<file path="config.mk">
export PLATFORM = sky130hd
export DESIGN_NAME = seg_display_arbiter
export DESIGN_NICKNAME = d
export VERILOG_FILES = /design/src/rtl/seg_disp_pkg.sv /design/src/rtl/seg_scan_mux.sv /design/src/rtl/seg_display_arbiter.sv
export SDC_FILE = /design/constraint.sdc
export NUM_CORES = 1
export LEC_CHECK = 0
export CORE_ASPECT_RATIO = 1.75
export CORE_MARGIN = 10
export CORE_UTILIZATION = 41
export CTS_BUF_LIST = sky130_fd_sc_hd__clkbuf_16
export CTS_CLUSTER_DIAMETER = 150
export DETAILED_ROUTE_END_ITERATION = 16
export PLACE_DENSITY = 0.8
export SETUP_SLACK_MARGIN = 0.4
export SLEW_MARGIN = 20
export SYNTH_ARGS = -nofsm -noshare
export SYNTH_HDL_FRONTEND = slang
export SYNTH_SLANG_ARGS = --single-unit
</file>
<file path="constraint.sdc">
create_clock -name clk -period 5.8 [get_ports clk]
set_input_delay 1.16 -clock clk [delete_from_list [all_inputs] [get_ports clk]]
set_output_delay 1.16 -clock clk [all_outputs]
set_load 0.02 [all_outputs]
</file>
<file path="src/rtl/seg_disp_pkg.sv">
// Shared widths, arbiter state encoding and segment glyphs for the display arbiter.
// Latency: n/a (declarations only).
// Backpressure: n/a.
package seg_disp_pkg;

    localparam int PAT_W     = 32;   // one full 4-digit pattern
    localparam int SEG_W     = 8;    // {a,b,c,d,e,f,g,dp}
    localparam int DIGITS    = 4;
    localparam int DIG_IDX_W = 2;

    typedef enum logic {
        IDLE = 1'b0,
        SHOW = 1'b1
    } state_t;

    // Active-high {a,b,c,d,e,f,g,dp} glyphs for requesters building patterns.
    localparam logic [SEG_W-1:0] SEG_T     = 8'h1E;  // d,e,f,g
    localparam logic [SEG_W-1:0] SEG_A     = 8'hEE;  // a,b,c,e,f,g
    localparam logic [SEG_W-1:0] SEG_B     = 8'h3E;  // c,d,e,f,g
    localparam logic [SEG_W-1:0] SEG_C     = 8'h9C;  // a,d,e,f
    localparam logic [SEG_W-1:0] SEG_J     = 8'h78;  // b,c,d,e
    localparam logic [SEG_W-1:0] SEG_BLANK = 8'h00;

endpackage

</file>
<file path="src/rtl/seg_scan_mux.sv">
// Digit multiplex scan: walks digits 0..3, SCAN_DIV clocks each, driving registered seg/an.
// Latency: 1 clock from digit/pattern change to the pins.
// Backpressure: none; free-running. Optional SEG_BLANK_GAP_EN blanks the last 2 clocks of each slot.
module seg_scan_mux
    import seg_disp_pkg::*;
#(
    parameter int SCAN_DIV = 25_000
)(
    input  logic                 clk,
    input  logic                 rst,
    input  logic [PAT_W-1:0]     cur_pattern,
    output logic [SEG_W-1:0]     seg,
    output logic [DIGITS-1:0]    an
);

    localparam int CNT_W = $clog2(SCAN_DIV);

    logic [CNT_W-1:0]     scan_cnt;
    logic [DIG_IDX_W-1:0] digit;
    logic                 scan_wrap;
    logic                 blank;

    assign scan_wrap = (scan_cnt == CNT_W'(SCAN_DIV - 1));

`ifdef SEG_BLANK_GAP_EN
    // Dark gap at the end of each slot so the previous digit does not ghost into the next.
    assign blank = (scan_cnt >= CNT_W'(SCAN_DIV - 2));
`else
    assign blank = 1'b0;
`endif

    // Slot counter and digit select advance together on slot wrap.
    always_ff @(posedge clk or posedge rst) begin
        if (rst) begin
            scan_cnt <= '0;
            digit    <= '0;
        end else if (scan_wrap) begin
            scan_cnt <= '0;
            digit    <= digit + DIG_IDX_W'(1);
        end else begin
            scan_cnt <= scan_cnt + CNT_W'(1);
        end
    end

    // Registered pin drivers: selected digit byte and its one-hot enable.
    always_ff @(posedge clk or posedge rst) begin
        if (rst) begin
            seg <= '0;
            an  <= 4'b0001;
        end else if (blank) begin
            seg <= '0;
            an  <= '0;
        end else begin
            seg <= cur_pattern[SEG_W*digit +: SEG_W];
            an  <= 4'b0001 << digit;
        end
    end

endmodule

</file>
<file path="src/rtl/seg_display_arbiter.sv">
// Shares the 4-digit display between a live background and N_MSG fixed-priority messages held HOLD_CYCLES each.
// Latency: accepted pattern reaches seg 1 clock after accept; msg_done pulses HOLD_CYCLES clocks after accept.
// Backpressure: msg_ready only for the lowest valid index, when idle or outranking the shown message. Macro: SEG_BLANK_GAP_EN.
module seg_display_arbiter
    import seg_disp_pkg::*;
#(
    parameter int N_MSG       = 3,
    parameter int HOLD_CYCLES = 100_000_000,
    parameter int SCAN_DIV    = 25_000
)(
    input  logic                        clk,
    input  logic                        rst,
    input  logic [PAT_W-1:0]            bg_pattern,
    input  logic [N_MSG-1:0]            msg_valid,
    input  logic [N_MSG*PAT_W-1:0]      msg_pattern,
    output logic [N_MSG-1:0]            msg_ready,
    output logic [N_MSG-1:0]            msg_done,
    output logic                        active_busy,
    output logic [$clog2(N_MSG)-1:0]    active_idx,
    output logic [SEG_W-1:0]            seg,
    output logic [DIGITS-1:0]           an
);

    localparam int IDX_W = $clog2(N_MSG);
    localparam int HCW   = $clog2(HOLD_CYCLES + 1);

    state_t             state, state_nxt;
    logic [IDX_W-1:0]   idx_nxt;
    logic [HCW-1:0]     hold_cnt, hold_nxt;
    logic [PAT_W-1:0]   snap, snap_nxt;
    logic [N_MSG-1:0]   done_nxt;
    logic [IDX_W-1:0]   sel_idx;
    logic               sel_found;
    logic               accept;
    logic [PAT_W-1:0]   cur_pattern;

    // Arbiter state register; reset drops any message in flight without a done pulse.
    always_ff @(posedge clk or posedge rst) begin
        if (rst) begin
            state      <= IDLE;
            active_idx <= '0;
            hold_cnt   <= '0;
            snap       <= '0;
            msg_done   <= '0;
        end else begin
            state      <= state_nxt;
            active_idx <= idx_nxt;
            hold_cnt   <= hold_nxt;
            snap       <= snap_nxt;
            msg_done   <= done_nxt;
        end
    end

    // Priority pick, ready qualification, hold countdown and accept/preempt.
    always_comb begin
        sel_found = 1'b0;
        sel_idx   = '0;
        msg_ready = '0;
        state_nxt = state;
        idx_nxt   = active_idx;
        hold_nxt  = hold_cnt;
        snap_nxt  = snap;
        done_nxt  = '0;

        for (int i = N_MSG - 1; i >= 0; i--) begin
            if (msg_valid[i]) begin
                sel_found = 1'b1;
                sel_idx   = IDX_W'(i);
            end
        end

        for (int i = 0; i < N_MSG; i++) begin
            if (!rst && sel_found && (sel_idx == IDX_W'(i)) &&
                ((state == IDLE) || (sel_idx < active_idx)))
                msg_ready[i] = 1'b1;
        end
        accept = |(msg_ready & msg_valid);

        // A message finishing its hold still gets its done even if preempted this same cycle.
        if (state == SHOW) begin
            if (hold_cnt == '0) begin
                done_nxt[active_idx] = 1'b1;
                state_nxt            = IDLE;
                idx_nxt              = '0;
            end else begin
                hold_nxt = hold_cnt - HCW'(1);
            end
        end

        if (accept) begin
            state_nxt = SHOW;
            idx_nxt   = sel_idx;
            hold_nxt  = HCW'(HOLD_CYCLES - 1);
            snap_nxt  = msg_pattern[PAT_W*int'(sel_idx) +: PAT_W];
        end
    end

    assign active_busy = (state == SHOW);
    assign cur_pattern = (state == SHOW) ? snap : bg_pattern;

    seg_scan_mux #(
        .SCAN_DIV    (SCAN_DIV)
    ) u_scan (
        .clk         (clk),
        .rst         (rst),
        .cur_pattern (cur_pattern),
        .seg         (seg),
        .an          (an)
    );

endmodule

</file>
==> reports/qor.txt, run 1 <==
Status - complete, no violations
Area of the core - 12400 um^2
Die area - 17600 um^2
Unrepaired setup endpoints after global routing - false
Hold buffer count at CTS - 0
First-pass GRT wire length - 23900 um
Worst Tran Pin Value - 997 ps
Worst setup EP type - output pin
Gp weighted congestion - 0.900
Die Y - 168 um
Vias in the first global route - 4882
Hold wc startpoint - snap[31]
Setup tns final - 0 ps
CTS tree - built
Grt ovf - 0
Netlist cell types - 50
Arr. time, crit path - 3580 ps
DRC errors left - 0
YS warnings - 0
Crit Reg-Reg Startpoint - hold_cnt[0]
Detailed placer's ending HPWL - 11700 um
Post-synthesis xor/xnor area fraction - 0.0511
Tcrit/Tclk final - 0.817
Antenna Nets Post-Route - 0
Total power - 2.09 mW
# rows - 54
WHS Path Cells - 2
Register area - 2350 um^2
Synthesis-stage register bit count - 94
Fin nets - 814
Pwr/cell area - 294 nW/um^2
Clk sink count - 94
Leakage power - 2.88 nW
Layout Skew - 5.64 ps
Starting Density - 0.416
CP Max Fanout - 5
Clock slew seen by the registers of the worst setup and hold paths - 70 ps
Post-synthesis mux area share - 0.132
Share of cells above drive strength 1 - 0.0781
Worst setup SP type - input port
Simple-gate share of the synthesized area - 0.208
Ys flop type - dfrtp_1
Cell repeated most along the worst path - clkdlybuf4s50_1
Vias per cell - 5.31
DRT iter0 DRCs - 247
# IOs - 154
Top cell type's share of synthesized area - 0.452
Critical R2R Capture - hold_cnt[4]
Max-slew violation count - 0
Die Width - 105 um
Netlist Area Pre-Place - 5150 um^2
WP depth - 6
Peak VDD IR - 0.000218 V
Largest net degree at the start of global routing - 66
Post-synthesis compound-gate area fraction - 0.102
Fmax achieved - 0.211 GHz
Final setup fails - 0
Core Util, Final - 0.575
Synth area leader - dfrtp_1
Clock tree buffer depth - 2
Clk_lat worst skew - 350 ps
Worst path slowest cell - clkdlybuf4s50_1
Critical-path cell list - clkdlybuf4s50_1, nor3b_2, ha_1, o221ai_1, and3_1, clkdlybuf4s50_1
Worst Hold End - snap[31]
Setup CP Type - input port to output pin
Final hold slack - 481 ps
Mapped Nets - 675
Post-synth EDFFs - 0
Detailed Routing Iterations Pass 1 - 4
Worst min path class - register to register
Mapped Cells - 535
Worst slew margin - 0.329
CP delay by family, top - buffers and inverters
Tot GR Track Use - 0.165
Largest family of logic cells by synthesized area - simple AND/OR/NAND/NOR gates
Avg Inst Size Synth - 9.62 um^2
Req. time, crit path - 4640 ps
CTS H-tree depth - 3
Buf/Inv on CP - 2
Flop2flop setup slack - 3060 ps
Final Hold Viols - 0
DR vias - 4512
Fill count - 1013
Crit path largest cell delay - 620 ps
Multi-input logic area - 2640 um^2
Max_cap viols - 0
IO buf count - 153
Post-CTS sizing - 0
Cts bufs inserted - 9
WL/cell - 17.2 um
Seq/Total Area, Yosys - 0.457
Initial antenna violation count - 2
FF-to-FF path depth - 7
Post-synthesis async set-or-reset flop share - 1.00
Final min period - 4740 ps
Synth top area cells - dfrtp_1, mux4_2, mux2i_1
Root buffer cell - clkbuf_16
Post-Synth Adder-Cell Area - 0.0170
P&R area growth vs syn - 38.2%
Most frequent cells in the layout - clkdlybuf4s50_1, dfrtp_1, nand2_1
Drt total wl - 14600 um
Commonest non-fill, non-tap cell in the layout - clkdlybuf4s50_1
Setup bufs post-CTS - 0
==> worst max-delay path by stage <==
stage / from / to / slack [ps]
6_report: msg_valid[0] / msg_ready[2] / 1060
5_1_grt: msg_valid[0] / msg_ready[2] / 980
4_1_cts: msg_valid[0] / msg_ready[1] / 1070
3_5_place_dp: msg_valid[0] / msg_ready[1] / 1060
3_3_place_gp: msg_valid[0] / msg_ready[2] / 1140
2_1_floorplan: rst / msg_ready[1] / 970
==> worst register-to-register path: stages (launching register included) <==
cell	delay, ps
dfrtp_1	370
inv_1	90
ha_1	220
or4b_1	570
nor4_4	750
a2111oi_0	330
xnor2_1	220
nand2_1	70
==> sequential cells by signal (all words and copies together) (netlist names), 2 cells and up <==
| signal | count |
|---|---|
| u_scan.digit | 2 |
| u_scan.an | 4 |
| active_idx | 2 |
| u_scan.scan_cnt | 15 |
| u_scan.seg | 8 |
| hold_cnt | 27 |
| snap | 32 |
| msg_done | 3 |
==> synthesized netlist by cell type, types with 7 or more instances <==
library cell / count
dfrtp_1: 93
nand2_1: 80
nor2_1: 58
a21oi_1: 44
o21ai_0: 38
mux2i_1: 32
xnor2_1: 24
clkbuf_1: 23
mux4_2: 16
nor4_1: 14
nand3_1: 12
nor3_1: 11
and3_1: 7
buf_2: 7
ha_1: 7
inv_1: 7
==> final cells by class <==
cell class / instances / area share
multi-input cells: 401 / 0.371
flip-flops and latches: 94 / 0.331
repair buffers: 160 / 0.223
clock buffers: 9 / 0.0317
well taps: 168 / 0.0296
clock inverters: 7 / 0.00845
inverters: 8 / 0.00440
diodes: 2 / 0.000704
==> cell families (layout without fill, tap and decap cells) <==
| logic type | after synthesis | in the layout |
|---|---|---|
| adder cells (fa/ha/maj) | 7 | 7 |
| other | 0 | 2 |
| buffers and inverters | 40 | 184 |
| AND/OR/NAND/NOR | 220 | 220 |
| XOR/XNOR | 30 | 30 |
| flip-flops | 94 | 94 |
| multiplexers | 48 | 48 |
| AO/OA/AOI/OAI | 96 | 96 |
==> where the power goes <==
part           total (mW)  switching, mW  internal [mW]
clock               0.567          0.267          0.300
combinational       0.628          0.320          0.309
sequential          0.898         0.0903          0.808
==> per-stage QoR <==
step / setup WS (ps) / instance area, um^2 / std cells
final: 1060 / 7110 / 849
after global routing: 983 / 7110 / 849
after global placement: 1140 / 6820 / 831
after floorplan: 966 / 5150 / 535
after CTS: 1070 / 7110 / 847
after detailed placement: 1060 / 6820 / 831
==> layer usage <==
| metal | track usage | vias up | part of all wire |
|---|---|---|---|
| met5 | 0 | - | 0 |
| met4 | 0.0905 | 0 | 0.037 |
| met3 | 0.0440 | 26 | 0.067 |
| met2 | 0.298 | 162 | 0.54 |
| met1 | 0.167 | 2142 | 0.35 |
| li1 | - | 2182 | - |
Power figures use the tool's default switching activity.
==> inputs of run 2 (changes only) <==
--- a/config.mk
+++ b/config.mk
@@ -11,7 +11,7 @@
 export CTS_BUF_LIST = sky130_fd_sc_hd__clkbuf_16
 export CTS_CLUSTER_DIAMETER = 150
 export DETAILED_ROUTE_END_ITERATION = 16
-export PLACE_DENSITY = 0.8
+export PLACE_DENSITY = 0.83
 export SETUP_SLACK_MARGIN = 0.4
 export SLEW_MARGIN = 20
 export SYNTH_ARGS = -nofsm -noshare
==> constraint.sdc (replaced) <==
create_clock -name clk -period 4.05 [get_ports clk]
set_input_delay 0.81 -clock clk [delete_from_list [all_inputs] [get_ports clk]]
set_output_delay 0.81 -clock clk [all_outputs]
set_load 0.02 [all_outputs]
==> reports/qor.txt, run 2 (synthesis results as in run 1) <==
Status - complete, no violations (unchanged)
Final hold slack - 479 ps (was 481 ps)
WHS Path Cells - 2 (unchanged)
Gp weighted congestion - 0.876 (was 0.900)
Worst Tran Pin Value - 975 ps (was 997 ps)
Grt ovf - 0 (unchanged)
Share of cells above drive strength 1 - 0.0837 (was 0.0781)
Cts bufs inserted - 9 (unchanged)
Final Non-Filler Cells - 849 (unchanged)
Detailed placer's ending HPWL - 12000 um (was 11700 um)
Biggest registers after layout - snap x32, hold_cnt x27, u_scan.scan_cnt x15 (unchanged)
Setup CP Type - input port to output pin (unchanged)
Area of the core - 12400 um^2 (unchanged)
Antenna Nets Post-Route - 0 (unchanged)
Final setup fails - 0 (unchanged)
Clock slew seen by the registers of the worst setup and hold paths - 70 ps (about the same)
Core Util, Final - 0.581 (was 0.575)
DRT met1 WL - 5270 um (was 5150 um)
Pwr/cell area - 432 nW/um^2 (was 294 nW/um^2)
Clock tree buffer depth - 2 (unchanged)
Detailed Routing Iterations Pass 1 - 4 (unchanged)
# rows - 54 (unchanged)
Final Hold Viols - 0 (unchanged)
Peak VDD IR - 0.000243 V (was 0.000218 V)
Initial antenna violation count - 0 (was 2)
Final min period - 3520 ps
Unrepaired setup endpoints after global routing - false (unchanged)
Fin nets - 816 (was 814)
Total power - 3.10 mW (was 2.09 mW)
Tcrit/Tclk final - 0.869
Vias per cell - 5.39 (was 5.31)
CP Max Fanout - 3 (was 5)
DR vias - 4576 (was 4512)
Max-slew violation count - 0 (unchanged)
Commonest non-fill, non-tap cell in the layout - clkdlybuf4s50_1 (unchanged)
Met2 WL post-DR - 8350 um (was 7960 um)
Worst slew margin - 0.350 (was 0.329)
DRT iter0 DRCs - 262 (was 247)
Max FFs per register - 32 (unchanged)
Met3 routed WL - 921 um (was 984 um)
Leakage power - 2.93 nW (was 2.88 nW)
Vias in the first global route - 5077 (was 4882)
Die Width - 105 um (unchanged)
Worst min path class - register to register (unchanged)
DRC errors left - 0 (unchanged)
Worst setup SP type - input port (unchanged)
Placed Instances - 833 (was 831)
Req. time, crit path - 3240 ps (was 4640 ps)
Tot GR Track Use - 0.173 (was 0.165)
Diode count - 0 (was 2)
Clk sink count - 94 (unchanged)
Setup tns final - 0 ps (unchanged)
Root buffer cell - clkbuf_16 (unchanged)
First-pass GRT wire length - 24800 um (was 23900 um)
Max_cap viols - 0 (unchanged)
P&R area growth vs syn - 39.5% (was 38.2%)
Clk_lat worst skew - 350 ps (about the same)
# IOs - 154 (unchanged)
Worst setup EP type - output pin (unchanged)
Arr. time, crit path - 2710 ps (was 3580 ps)
Most frequent cells in the layout - clkdlybuf4s50_1, dfrtp_1, nand2_1 (unchanged)
Die Y - 168 um (unchanged)
Die area - 17600 um^2 (unchanged)
Hold buffer count at CTS - 0 (unchanged)
Reg with most FFs - snap (unchanged)
Top routing layer in use - met4 (unchanged)
Largest net degree at the start of global routing - 84 (was 66)
Fmax achieved - 0.284 GHz
FF-to-FF path depth - 7 (unchanged)
IO buf count - 153 (unchanged)
Drt total wl - 15300 um (was 14600 um)
CTS H-tree depth - 3 (unchanged)
WL/cell - 18.0 um (was 17.2 um)
Starting Density - 0.416 (unchanged)
Layout Skew - 5.71 ps (was 5.64 ps)
CTS tree - built (unchanged)
## run 2: metrics by stage
step / area (um^2) / setup slack (ps)
floorplan: 5150 / 504
global placement: 6850 / 260
detailed placement: 6850 / 249
CTS: 7160 / 243
global route: 7180 / 403
finish: 7180 / 531
## run 2: cell type report
| cell class | instances | area, um^2 |
|---|---|---|
| Clock buffer | 9 | 225 |
| Multi-Input combinational cell | 401 | 2650 |
| Sequential cell | 94 | 2350 |
| Timing Repair Buffer | 162 | 1620 |
| Fill cell | 1012 | 5180 |
| Tap cell | 168 | 210 |
| Clock inverter | 7 | 88.8 |
| Inverter | 8 | 33.8 |
## run 2: layer usage
| layer | up-vias | track usage |
|---|---|---|
| met3 | 43 | 0.0505 |
| met1 | 2197 | 0.163 |
| met5 | - | 0 |
| met2 | 161 | 0.319 |
| li1 | 2175 | - |
| met4 | 0 | 0.106 |
## run 2: worst paths after layout
kind | endpoint | startpoint | slack, ps
max | msg_ready[1] | msg_valid[1] | 530
max in group asynchronous | hold_cnt[7] | rst | 2250
max reg2reg | hold_cnt[4] | hold_cnt[0] | 1270
min | snap[15] | snap[15] | 480
min reg2reg | snap[15] | snap[15] | 480
min in group asynchronous | snap[19] | rst | 800
## run 2: power breakdown
group	internal [mW]	switching, mW	total [mW]
clock	0.493	0.391	0.884
combinational	0.458	0.467	0.925
sequential	1.16	0.137	1.29
## run 2: worst max-delay path: stages
cell and delay, ps:
clkdlybuf4s50_1 490, nor3b_4 240, ha_1 270, o221ai_1 260
and3_1 250, dlygate4sd2_1 380
## run 2: what timing repair did
action | CTS | global route
buffers inserted | 0 | 0
resized for setup | 2 | 5
pin swaps | 0 | 1
setup endpoints to repair | 3 | 3
